<file path="src/rtl/synthesijer_fsub64_arbiter.sv">
// Round-robin arbiter sharing one pipelined fsub64 core among NUM_REQ requesters.
// In-flight requester IDs ride a tag FIFO so each result returns to its owner.
module synthesijer_fsub64_arbiter #(
    parameter int NUM_REQ = 4,
    parameter int TAG_W   = 2,
    parameter int DEPTH   = 16,
    parameter int LATENCY = 12
) (
    input  logic                   clk,
    input  logic                   reset,
    input  logic [NUM_REQ-1:0]     req_in,
    input  logic [64*NUM_REQ-1:0]  a_in,
    input  logic [64*NUM_REQ-1:0]  b_in,
    output logic [NUM_REQ-1:0]     ack_out,
    output logic [63:0]            result_out,
    output logic [NUM_REQ-1:0]     valid_out,
    output logic                   busy_out,
    output logic                   err_out,
    output logic [63:0]            core_a,
    output logic [63:0]            core_b,
    output logic                   core_nd,
    input  logic [63:0]            core_result,
    input  logic                   core_valid
);

    localparam int PTR_W = $clog2(DEPTH);
    localparam int CNT_W = PTR_W + 1;
    localparam int DRN_W = $clog2(LATENCY + 1);

    logic [63:0]        a_arr [NUM_REQ];
    logic [63:0]        b_arr [NUM_REQ];

    logic [TAG_W-1:0]   last_reg;
    logic [CNT_W-1:0]   count_reg;
    logic [PTR_W-1:0]   wr_ptr_reg;
    logic [PTR_W-1:0]   rd_ptr_reg;
    logic [TAG_W-1:0]   tag_mem [DEPTH];
    logic [DRN_W-1:0]   drain_reg;

    logic [63:0]        core_a_reg;
    logic [63:0]        core_b_reg;
    logic               core_nd_reg;
    logic [63:0]        result_reg;
    logic [NUM_REQ-1:0] valid_reg;
    logic               err_reg;

    logic               drain_active;
    logic               pop;
    logic               full;
    logic               can_grant;
    logic               grant_valid;
    logic [TAG_W-1:0]   grant_idx;

    generate
        for (genvar gi = 0; gi < NUM_REQ; gi++) begin : g_unpack
            assign a_arr[gi]   = a_in[64*gi +: 64];
            assign b_arr[gi]   = b_in[64*gi +: 64];
            assign ack_out[gi] = grant_valid && (grant_idx == TAG_W'(gi));
        end
    endgenerate

    assign drain_active = (drain_reg != '0);
    assign pop          = reset && core_valid && !drain_active && (count_reg != '0);
    assign full         = (count_reg == CNT_W'(DEPTH));
    // A pop frees a slot in the same cycle, so a full FIFO can still grant then.
    assign can_grant    = reset && !drain_active && (!full || pop);

    // Walk offsets from farthest to nearest so the nearest requester after last wins.
    always_comb begin
        grant_valid = 1'b0;
        grant_idx   = '0;
        for (int k = NUM_REQ; k >= 1; k--) begin
            if (req_in[(int'(last_reg) + k) % NUM_REQ]) begin
                grant_valid = 1'b1;
                grant_idx   = TAG_W'((int'(last_reg) + k) % NUM_REQ);
            end
        end
        if (!can_grant) begin
            grant_valid = 1'b0;
        end
    end

    always_ff @(posedge clk) begin
        if (!reset) begin
            last_reg    <= TAG_W'(NUM_REQ - 1);
            count_reg   <= '0;
            wr_ptr_reg  <= '0;
            rd_ptr_reg  <= '0;
            drain_reg   <= DRN_W'(LATENCY);
            core_a_reg  <= '0;
            core_b_reg  <= '0;
            core_nd_reg <= 1'b0;
            result_reg  <= '0;
            valid_reg   <= '0;
            err_reg     <= 1'b0;
        end else begin
            if (drain_active) begin
                drain_reg <= drain_reg - DRN_W'(1);
            end
            core_nd_reg <= grant_valid;
            if (grant_valid) begin
                core_a_reg <= a_arr[grant_idx];
                core_b_reg <= b_arr[grant_idx];
                last_reg   <= grant_idx;
                wr_ptr_reg <= wr_ptr_reg + PTR_W'(1);
            end
            valid_reg <= '0;
            if (pop) begin
                result_reg <= core_result;
                valid_reg  <= NUM_REQ'(1) << tag_mem[rd_ptr_reg];
                rd_ptr_reg <= rd_ptr_reg + PTR_W'(1);
            end
            if (core_valid && !drain_active && (count_reg == '0)) begin
                err_reg <= 1'b1;
            end
            case ({grant_valid, pop})
                2'b10:   count_reg <= count_reg + CNT_W'(1);
                2'b01:   count_reg <= count_reg - CNT_W'(1);
                default: count_reg <= count_reg;
            endcase
        end
    end

    always_ff @(posedge clk) begin
        if (reset && grant_valid) begin
            tag_mem[wr_ptr_reg] <= grant_idx;
        end
    end

    assign core_a     = core_a_reg;
    assign core_b     = core_b_reg;
    assign core_nd    = core_nd_reg;
    assign result_out = result_reg;
    assign valid_out  = valid_reg;
    assign err_out    = err_reg;
    assign busy_out   = (count_reg != '0);

endmodule

</file>
<file path="config.mk">
export PLATFORM = sky130hd
export DESIGN_NAME = synthesijer_fsub64_arbiter
export DESIGN_NICKNAME = d
export VERILOG_FILES = /design/src/rtl/synthesijer_fsub64_arbiter.sv
export SDC_FILE = /design/constraint.sdc
export NUM_CORES = 1
export LEC_CHECK = 0
export BUFFER_PORTS_ARGS = -buffer_cell sky130_fd_sc_hd__buf_2
export CORE_AREA = 3 3 301 303
export CTS_BUF_LIST = sky130_fd_sc_hd__clkbuf_4 sky130_fd_sc_hd__clkbuf_8
export DETAILED_ROUTE_END_ITERATION = 10
export DIE_AREA = 0 0 304 306
export PLACE_DENSITY = 0.37
export SLEW_MARGIN = 5
export SYNTH_ARGS = -nofsm -noshare
export SYNTH_HDL_FRONTEND = slang
export SYNTH_SLANG_ARGS = --single-unit
</file>
<file path="constraint.sdc">
create_clock -name clk -period 4 [get_ports clk]
set_input_delay 0.6 -clock clk [delete_from_list [all_inputs] [get_ports clk]]
set_output_delay 0.6 -clock clk [all_outputs]
set_load 0.1 [all_outputs]
</file>
==> results_dict.tcl, run 1 <==
set metrics [dict create \
    final_standard_cell_utilization_of_the_core_pct 21.0 \
    final.min_clock_period_ns 3.57 \
    netlist_instances 1239 \
    grt_first_pass_wirelength_mm 92.3 \
    row_count 109 \
    crit_fanout 11 \
    vertical_extent_of_the_die_um 306 \
    final_nets 2582 \
    grt_pass1_vias 13600 \
    rsz0062_at_grt "false" \
    drt_pre_antenna_iters 6 \
    route.detailed.drc 0 \
    synth.ff_latch_count 253 \
    antenna_found_initial 11 \
    synth_compound_area_share_pct 20.3 \
    synth_simple_gate_area_share_pct 9.28 \
    result_of_the_run "complete, no violations" \
    syn-mean-instance-area_um2 9.78 \
    fillers 9841 \
    final-setup-viol-count 0 \
    top_level_ports 786 \
    timing.slew.headroom_pct 33.7 \
    initial_core_util_pct 13.7 \
    synth_seq_area_share_pct 44.4 \
    synth-xor-area-share_pct 0.795 \
    timing_max_transition_violations_final 0 \
    wl_per_cell_um 20.2 \
    clockRootBuffer "sky130_fd_sc_hd__clkbuf_8" \
    yosysMostFrequentCell "sky130_fd_sc_hd__dfxtp_1" \
    timing.critical_path.to_type "output port" \
    synthDominantCellAreaShare_pct 36.5 \
    max_cap_violations 0 \
    totalWireLength_mm 64.5 \
    max-vdd-ir-drop_v 0.000187 \
    post-route-period-util_pct 89.3 \
    cts_htree_levels 2 \
    numCtsBuffers 53 \
    cp_slowest_stage_delay_ns 0.53 \
    cts_num_sinks 253 \
    ys_top_cells_by_area "sky130_fd_sc_hd__dfxtp_1 37%, sky130_fd_sc_hd__mux2i_1 16%, sky130_fd_sc_hd__o221ai_1 9.3%" \
    muxShareOfSynthArea_pct 17.6 \
    timing.critical_path.slowest_stage_cell "sky130_fd_sc_hd__buf_2" \
    route.vias.total 12800 \
    max_freq_mhz 280 \
    most_instantiated_cells_after_synthesis "221 x sky130_fd_sc_hd__dfxtp_1, 213 x sky130_fd_sc_hd__nand2_1, 192 x sky130_fd_sc_hd__mux2i_1" \
    yosys_warnings 0 \
    dp_worst_setup_slack_ns 0.700 \
    io_buffer_count 785 \
    drt_iter0_drc 684 \
    synthFlopType "sky130_fd_sc_hd__dfxtp_1" \
    worst_setup_hold_path_clk_slew_ns 0.05 \
    slew_at_the_pin_closest_to_its_max_slew_limit_ns 0.994 \
    setup_total_negative_slack_ns 0 \
    antenna_violating_nets_post_route 0 \
    design.die.area_um2 93000 \
    drive_gt1_share_pct 46.9 \
    adder_and_majority_gate_portion_of_the_synthesized_area_pct 1.14 \
    report.final.hold_viol_count 0 \
    cp-start-kind "flop" \
    later_pin_clock_latency_in_the_skew_report_ns 0.64 \
    arrival_ns 2.97 \
    min_path_type "input port to flop" \
    viasPerCell 4.00 \
    crit_path_category "flop to output port" \
    number_of_flops_mapped_to_enable_cells_by_yosys 32 \
    gp_routability_congestion 0.864 \
    critPathRequiredTime_ns 3.40 \
    p_per_area_nw_per_um2 377 \
    place_hpwl_mm 51.1 \
    cell_area_after_synthesis_um2 12100 \
    die_x_um 304 \
    power.static_leakage_nw 8.82 \
    finalClockSkew_ns 0.0342 \
    area_delta_synth_final_pct 52.7 \
    synth_top_family_by_area "compound AO/OA/AOI/OAI gates" \
    postCtsSetupBuffers 0 \
    fin_ws_ns 0.427 \
    ys_async_sr_fraction_pct 0 \
    cts_tree "built" \
    core_um2 88200 \
    grt.overflow.total 0 \
    postCtsResizedCells 0 \
    crit_chain "inv_1, ha_1, nor3b_1, buf_4, o311a_4, and2_4, and3_4, buf_2" \
    track_usage_pct 13.1 \
    total_nets_after_synthesis 1833 \
    ctsLongestPathBuffers 3 \
    grt_max_degree 105 \
    netlist-cell-type-count 50 \
    synthDominantAreaCellType "sky130_fd_sc_hd__dfxtp_1" \
    cts_hold_repair.buffers 0 \
]
==> power by group <==
part	switching (mW)	internal (mW)	total (mW)	leakage (nW)
Clock	1.29	1.89	3.18	0.644
Combinational	0.717	0.425	1.14	6.10
Sequential	0.0305	2.62	2.65	2.07
Total	2.04	4.93	6.97	8.82
==> critical path: cells and delay by family (launching register included) <==
| family | cells | cell delay (ns) |
|---|---|---|
| AND/OR/NAND/NOR | 3 | 0.73 |
| buffers and inverters | 3 | 0.82 |
| flip-flops | 1 | 0.31 |
| adder cells (fa/ha/maj) | 1 | 0.21 |
| AO/OA/AOI/OAI | 1 | 0.24 |
==> placed cells by master (no fill, tap or decap), types with 5 or more instances in the layout <==
master / instances
sky130_fd_sc_hd__clkbuf_4: 20
sky130_fd_sc_hd__nor3_1: 7
sky130_fd_sc_hd__clkinv_2: 5
sky130_fd_sc_hd__o221ai_1: 128
sky130_fd_sc_hd__buf_2: 784
sky130_fd_sc_hd__o21ai_0: 6
sky130_fd_sc_hd__edfxtp_1: 32
sky130_fd_sc_hd__buf_4: 14
sky130_fd_sc_hd__inv_1: 79
sky130_fd_sc_hd__xor2_1: 8
sky130_fd_sc_hd__a221oi_1: 38
sky130_fd_sc_hd__o21ai_1: 64
sky130_fd_sc_hd__nand2b_1: 7
sky130_fd_sc_hd__clkbuf_8: 67
sky130_fd_sc_hd__ha_1: 11
sky130_fd_sc_hd__dfxtp_1: 221
sky130_fd_sc_hd__a21oi_1: 7
sky130_fd_sc_hd__nor2_1: 36
sky130_fd_sc_hd__a221oi_2: 30
sky130_fd_sc_hd__mux4_2: 9
sky130_fd_sc_hd__mux2i_1: 192
sky130_fd_sc_hd__diode_2: 5
sky130_fd_sc_hd__nand2_1: 211
sky130_fd_sc_hd__buf_12: 5
==> stage by stage <==
stage,instances,hold WS (ns),cell area (µm²),power (mW)
6_report,3200,0.163,18500,6.97
5_1_grt,3200,0.103,18500,7.34
4_1_cts,3195,0.0817,18500,7.15
3_5_place_dp,3098,0.440,17300,3.86
3_3_place_gp,3098,0.433,17300,3.85
2_1_floorplan,1239,0.459,12100,3.36
==> metal layers <==
layer	GRT usage, %	wire, µm	share of wire, %
met4	4.08	1750	2.7
met1	15.2	25500	40
met3	5.05	5910	9.2
met5	0	56	0.087
met2	22.3	31300	48
==> worst paths after layout <==
path,from,slack [ns],cells past startpoint,endpoint
max reg2reg,drain_reg[0],0.69,15,count_reg[4]
min reg2reg,result_out[55],0.44,2,result_out[55]
max,drain_reg[0],0.43,8,ack_out[1]
min,core_result[7],0.16,3,result_out[7]
==> cell families (layout without fill, tap and decap cells) <==
family / after synthesis / in the layout
AO/OA/AOI/OAI: 292 / 292
XOR/XNOR: 11 / 11
adder cells (fa/ha/maj): 11 / 11
buffers and inverters: 190 / 981
flip-flops: 253 / 253
multiplexers: 202 / 202
other: 0 / 5
AND/OR/NAND/NOR: 280 / 280
==> final cells by class <==
cell class | count | area [µm²] | area share, %
Antenna cell | 5 | 12.5 | 0.0676
Clock buffer | 87 | 1070 | 5.80
Clock inverter | 10 | 143 | 0.771
Inverter | 81 | 313 | 1.69
Multi-Input combinational cell | 796 | 5990 | 32.4
Sequential cell | 253 | 5390 | 29.1
Tap cell | 1165 | 1460 | 7.88
Timing Repair Buffer | 803 | 4130 | 22.3
(Power assumes the default switching activity.)
==> inputs of run 2 (changes only) <==
Settings changed: ABC_AREA from default to 1, CORE_AREA 3 3 301 303 to 3 3 306 308, DIE_AREA 0 0 304 306 to 0 0 309 311, PLACE_DENSITY 0.37 to 0.38.
==> results_dict.tcl, run 2 <==
set metrics [dict create \
    muxShareOfSynthArea_pct 0.215 \
    final-setup-viol-count 0 \
    report.final.hold_viol_count 0 \
    internal-power_mw 4.73 \
    design.die.area_um2 96100 \
    rsz0062_at_grt "false" \
    drt_pre_antenna_iters 5 \
    postCtsResizedCells 0 \
    commonest_non_fill_non_tap_cell_in_the_layout "sky130_fd_sc_hd__buf_2" \
    pwr-share-clk_pct 42.3 \
    ys_async_sr_fraction_pct 0 \
    area_delta_synth_final_pct 43.5 \
    sequential_cell_area_um2 5390 \
    io_buffer_count 785 \
    crit_path_category "flop to output port" \
    initial_core_util_pct 15.3 \
    critPathRequiredTime_ns 3.40 \
    result_of_the_run "complete, no violations" \
    grt.overflow.total 0 \
    max_cap_violations 0 \
    synthFlopType "sky130_fd_sc_hd__dfxtp_1" \
    adder_and_majority_gate_portion_of_the_synthesized_area_pct 0.985 \
    area_occupied_by_multi_input_gates_um2 7430 \
    total_nets_after_synthesis 2806 \
    max-vdd-ir-drop_v 0.000240 \
    max_freq_mhz 284 \
    share_comb_of_total_power_pct 20.1 \
    final.min_clock_period_ns 3.52 \
    synthDominantCellAreaShare_pct 31.7 \
    setup_total_negative_slack_ns 0 \
    worst_setup_hold_path_clk_slew_ns 0.06 \
    row_count 111 \
    p_per_area_nw_per_um2 351 \
    track_usage_pct 15.0 \
    timing.slew.headroom_pct 24.3 \
    crit_fanout 10 \
    most_instantiated_cells_after_synthesis "762 x sky130_fd_sc_hd__nand2_1, 578 x sky130_fd_sc_hd__nand3_1, 255 x sky130_fd_sc_hd__nor2_1" \
    wl_per_cell_um 18.4 \
    netlist-cell-type-count 35 \
    number_of_flops_mapped_to_enable_cells_by_yosys 32 \
    totalWireLength_mm 76.2 \
    clockRootBuffer "sky130_fd_sc_hd__clkbuf_8" \
    die_x_um 309 \
    netlist_instances 2212 \
    yosys_warnings 0 \
    min_path_type "input port to flop" \
    timing.critical_path.to_type "output port" \
    cp-start-kind "flop" \
    power.total_mw 7.04 \
    gp_routability_congestion 0.878 \
    yosysMostFrequentCell "sky130_fd_sc_hd__nand2_1" \
    cts_htree_levels 2 \
    final_nets 3496 \
    cell_area_after_synthesis_um2 14000 \
    cts_hold_repair.buffers 0 \
    cts_tree "built" \
    synth_simple_gate_area_share_pct 48.9 \
    later_pin_clock_latency_in_the_skew_report_ns 0.65 \
    dp_worst_setup_slack_ns 0.807 \
    synthDominantAreaCellType "sky130_fd_sc_hd__dfxtp_1" \
    top_level_ports 786 \
    antenna_violating_nets_post_route 0 \
    antenna_found_initial 18 \
    vertical_extent_of_the_die_um 311 \
    route.vias.total 16900 \
    grt_first_pass_wirelength_mm 110 \
    post-route-period-util_pct 88.1 \
    synth_top_family_by_area "simple AND/OR/NAND/NOR gates" \
    cts_num_sinks 253 \
    core_um2 91400 \
    swShare_pct 32.8 \
    switching_power_mw 2.31 \
    fillers 10700 \
    synth_seq_area_share_pct 38.6 \
    layout_common_cells "780 x sky130_fd_sc_hd__buf_2, 761 x sky130_fd_sc_hd__nand2_1, 577 x sky130_fd_sc_hd__nand3_1" \
    finalClockSkew_ns 0.0421 \
    grt_pass1_vias 16800 \
    slew_at_the_pin_closest_to_its_max_slew_limit_ns 1.14 \
    fin_ws_ns 0.476 \
    route.detailed.drc 0 \
    drive_gt1_share_pct 31.0 \
    timing_max_transition_violations_final 0 \
    power.static_leakage_nw 10.6 \
    place_hpwl_mm 54.9 \
    arrival_ns 2.92 \
    synth_compound_area_share_pct 2.11 \
    numCtsBuffers 53 \
    viasPerCell 4.09 \
    ctsLongestPathBuffers 3 \
    syn-mean-instance-area_um2 6.31 \
    postCtsSetupBuffers 0 \
    ys_top_cells_by_area "sky130_fd_sc_hd__dfxtp_1 32%, sky130_fd_sc_hd__nand3_1 21%, sky130_fd_sc_hd__nand2_1 20%" \
    drt_iter0_drc 1067 \
    synth.ff_latch_count 253 \
    synth-xor-area-share_pct 0.502 \
    grt_max_degree 190 \
    pwr-share-seq_pct 37.6 \
]
==> run 2: power groups by stage <==
stage / Combinational [mW] / Sequential, mW / Clock [mW]
2_1_floorplan: 0.599 / 2.95 / 0
3_3_place_gp: 1.43 / 2.70 / 0
3_5_place_dp: 1.42 / 2.70 / 0
4_1_cts: 1.43 / 2.65 / 3.16
5_1_grt: 1.54 / 2.65 / 3.25
6_report: 1.41 / 2.65 / 2.98
==> run 2: logic make-up after synthesis <==
| group | after synthesis |
|---|---|
| AOI/OAI and AO/OA | 52 |
| xor gates and xnor gates | 8 |
| adders and majority gates | 11 |
| buffers and inverters | 272 |
| DFF | 253 |
| muxes | 3 |
| and+or+nand+nor | 1613 |
==> run 2: through the flow <==
step	std cells	util (%)	cell area (µm²)	hold slack [ns]
after detailed placement	4033	20.7	18900	0.454
after global routing	4130	21.9	20000	0.0767
after global placement	4033	20.7	18900	0.452
after CTS	4124	21.9	20000	0.0507
final	4135	21.9	20000	0.139
after floorplan	2212	-	14000	0.444
==> run 2: worst max-delay path: stages, from the launching register on <==
cell,delay (ns)
sky130_fd_sc_hd__dfxtp_1,0.33
sky130_fd_sc_hd__inv_1,0.08
sky130_fd_sc_hd__ha_1,0.17
sky130_fd_sc_hd__nand3_1,0.16
sky130_fd_sc_hd__inv_1,0.15
sky130_fd_sc_hd__nand2_1,0.07
sky130_fd_sc_hd__nor2_1,0.30
sky130_fd_sc_hd__nand2_8,0.16
sky130_fd_sc_hd__nor2_4,0.14
sky130_fd_sc_hd__inv_1,0.16
sky130_fd_sc_hd__nor2_1,0.31
sky130_fd_sc_hd__buf_12,0.22
==> run 2: worst paths after layout <==
kind	from	slack (ns)	to	cells after the start
min reg2reg	result_out[60]	0.46	result_out[60]	2
max reg2reg	last_reg[0]	0.98	core_b[50]	13
min	core_result[60]	0.14	result_out[60]	3
max	drain_reg[0]	0.48	ack_out[3]	11
==> run 2: final cells by class <==
cell class	instances	area share (%)
Multi-Input combinational cell	1687	37.1
Sequential cell	253	26.9
Timing Repair Buffer	803	21.0
Tap cell	1186	7.40
Clock buffer	79	4.99
Inverter	104	1.97
Clock inverter	12	0.568
Antenna cell	11	0.137
==> run 2: per-layer routing <==
layer / share of wire [%] / up-vias / track usage, %
met5: 0.070 / - / 0
met2: 47 / 608 / 24.6
met1: 42 / 7680 / 18.5
met3: 7.7 / 124 / 4.27
li1: - / 8512 / -
met4: 3.3 / 8 / 5.49
==> inputs of run 3 (changes only) <==
Settings changed: CORE_AREA 3 3 306 308 to 10 10 296 298, DIE_AREA 0 0 309 311 to 0 0 306 308, PLACE_DENSITY 0.38 to 0.46.
==> results_dict.tcl, run 3 (same netlist as run 2, synthesis figures left out) <==
set metrics [dict create \
    max-vdd-ir-drop_v 0.000144 \
    route.detailed.drc 0 \
    final.min_clock_period_ns 3.65 \
    core_um2 81600 \
    power.static_leakage_nw 10.7 \
    min_path_type "input port to flop" \
    placedCellCount 3926 \
    viasPerCell 4.23 \
    dp_worst_setup_slack_ns 0.812 \
    rsz0062_at_grt "false" \
    sequential_cell_area_um2 5390 \
    design.die.area_um2 94200 \
    cts_num_sinks 253 \
    postCtsResizedCells 0 \
    layout_common_cells "780 x sky130_fd_sc_hd__buf_2, 761 x sky130_fd_sc_hd__nand2_1, 577 x sky130_fd_sc_hd__nand3_1" \
    timing.slew.headroom_pct 35.0 \
    critPathRequiredTime_ns 3.40 \
    area_delta_synth_final_pct 43.5 \
    place_hpwl_mm 60.0 \
    commonest_non_fill_non_tap_cell_in_the_layout "sky130_fd_sc_hd__buf_2" \
    cts_htree_levels 2 \
    crit_path_category "flop to output port" \
    antenna_found_initial 26 \
    totalWireLength_mm 79.4 \
    die_x_um 306 \
    route.vias.total 17100 \
    max_freq_mhz 274 \
    timing.critical_path.to_type "output port" \
    row_count 105 \
    p_per_area_nw_per_um2 355 \
    final_nets 3504 \
    pwr-share-clk_pct 42.8 \
    drt_pre_antenna_iters 6 \
    antenna_violating_nets_post_route 0 \
    later_pin_clock_latency_in_the_skew_report_ns 0.67 \
    vertical_extent_of_the_die_um 308 \
    report.final.hold_viol_count 0 \
    swShare_pct 32.4 \
    timing_max_transition_violations_final 0 \
    critical_path.most_common_cell "sky130_fd_sc_hd__nand2_1" \
    final_cell_count_no_fill 4035 \
    grt_first_pass_wirelength_mm 113 \
    grt_max_degree 136 \
    cts_hold_repair.buffers 0 \
    grt.overflow.total 0 \
    pwr-share-seq_pct 37.2 \
    initial_core_util_pct 17.1 \
    finalHoldWorstSlack_ns 0.145 \
    grt_pass1_vias 17100 \
    numCtsBuffers 52 \
    cp_slowest_stage_delay_ns 0.50 \
    worst_setup_hold_path_clk_slew_ns 0.06 \
    result_of_the_run "complete, no violations" \
    arrival_ns 3.05 \
    internal-power_mw 4.80 \
    gp_routability_congestion 0.879 \
    postCtsSetupBuffers 0 \
    r2r-start "drain_reg[0]" \
    fin_ws_ns 0.352 \
    cp-start-kind "flop" \
    final-setup-viol-count 0 \
    finalClockSkew_ns 0.0508 \
    detailed_place.area_um2 18900 \
    track_usage_pct 15.7 \
    drive_gt1_share_pct 31.2 \
    max_cap_violations 0 \
    wl_per_cell_um 19.7 \
    slew_at_the_pin_closest_to_its_max_slew_limit_ns 0.976 \
    power.total_mw 7.11 \
    layout.cell_area.non_filler_um2 20000 \
    crit_chain "inv_4, nand2_1, nand2_1, nand2_1, nand2_1, inv_2, nand2_1, nand2_8, nand2_8, nor3_2, buf_12" \
    share_comb_of_total_power_pct 20.0 \
    cts_tree "built" \
    io_buffer_count 785 \
    setup_total_negative_slack_ns 0 \
    critical_path.startpoint "last_reg[0]" \
    timing.hold.worst.start "core_result[0]" \
    area_occupied_by_multi_input_gates_um2 7430 \
    timing.critical_path.slowest_stage_cell "sky130_fd_sc_hd__dfxtp_1" \
    fillers 9387 \
    crit_fanout 31 \
    final_standard_cell_utilization_of_the_core_pct 24.6 \
    post-route-period-util_pct 91.2 \
    switching_power_mw 2.30 \
    clockRootBuffer "sky130_fd_sc_hd__clkbuf_8" \
    top_level_ports 786 \
    ctsLongestPathBuffers 3 \
    drt_iter0_drc 1338 \
]
[run 3: cell types whose count changed in the layout (fill, tap and decap cells not counted)]
cell,delta
sky130_fd_sc_hd__clkinv_1,+4
sky130_fd_sc_hd__nor2_1,+1
sky130_fd_sc_hd__buf_4,+7
sky130_fd_sc_hd__clkinv_2,-4
sky130_fd_sc_hd__buf_12,+3
sky130_fd_sc_hd__nor2_2,-1
sky130_fd_sc_hd__buf_6,-1
sky130_fd_sc_hd__clkbuf_8,-2
sky130_fd_sc_hd__clkbuf_4,+5
sky130_fd_sc_hd__clkinv_4,+1
sky130_fd_sc_hd__clkinvlp_4,+1
sky130_fd_sc_hd__bufinv_16,+1
sky130_fd_sc_hd__inv_8,-1
sky130_fd_sc_hd__diode_2,+2
[run 3: final timing paths]
check	to	slack, ns	depth (start not counted)
hold reg to reg	result_out[40]	0.46	2
setup reg to reg	tag_mem[3][1]	1.00	11
setup / recovery	ack_out[0]	0.35	11
hold / removal	result_out[0]	0.15	3
[run 3: layout make-up]
class | count | share of cell area, %
antenna | 13 | 0.162
clock buffer | 82 | 5.01
clock inverter | 14 | 0.718
inverter | 104 | 1.97
multi-input combinational | 1687 | 37.1
sequential | 253 | 26.9
tap | 1070 | 6.68
timing repair buffer | 812 | 21.5
[run 3: routing by layer]
metal	vias to the layer above	track usage (%)	part of all wire [%]	routed length [µm]
met2	686	25.4	46	36800
met5	-	0	0.16	126
met4	22	5.95	3.3	2610
met3	138	5.72	9.4	7440
li1	8545	-	-	-
met1	7683	18.9	41	32400
[run 3: worst max-delay path: cells and delay by family, from the launching register on]
kind,cells,cell delay [ns]
DFF,1,0.50
buffers and inverters,3,0.46
and+or+nand+nor,8,1.42
[run 3: power groups by stage]
stage	Sequential (mW)	Combinational (mW)	Clock, mW
floorplan	2.95	0.599	0
global placement	2.70	1.44	0
detailed placement	2.70	1.43	0
CTS	2.65	1.44	3.19
global route	2.65	1.55	3.29
finish	2.65	1.42	3.04
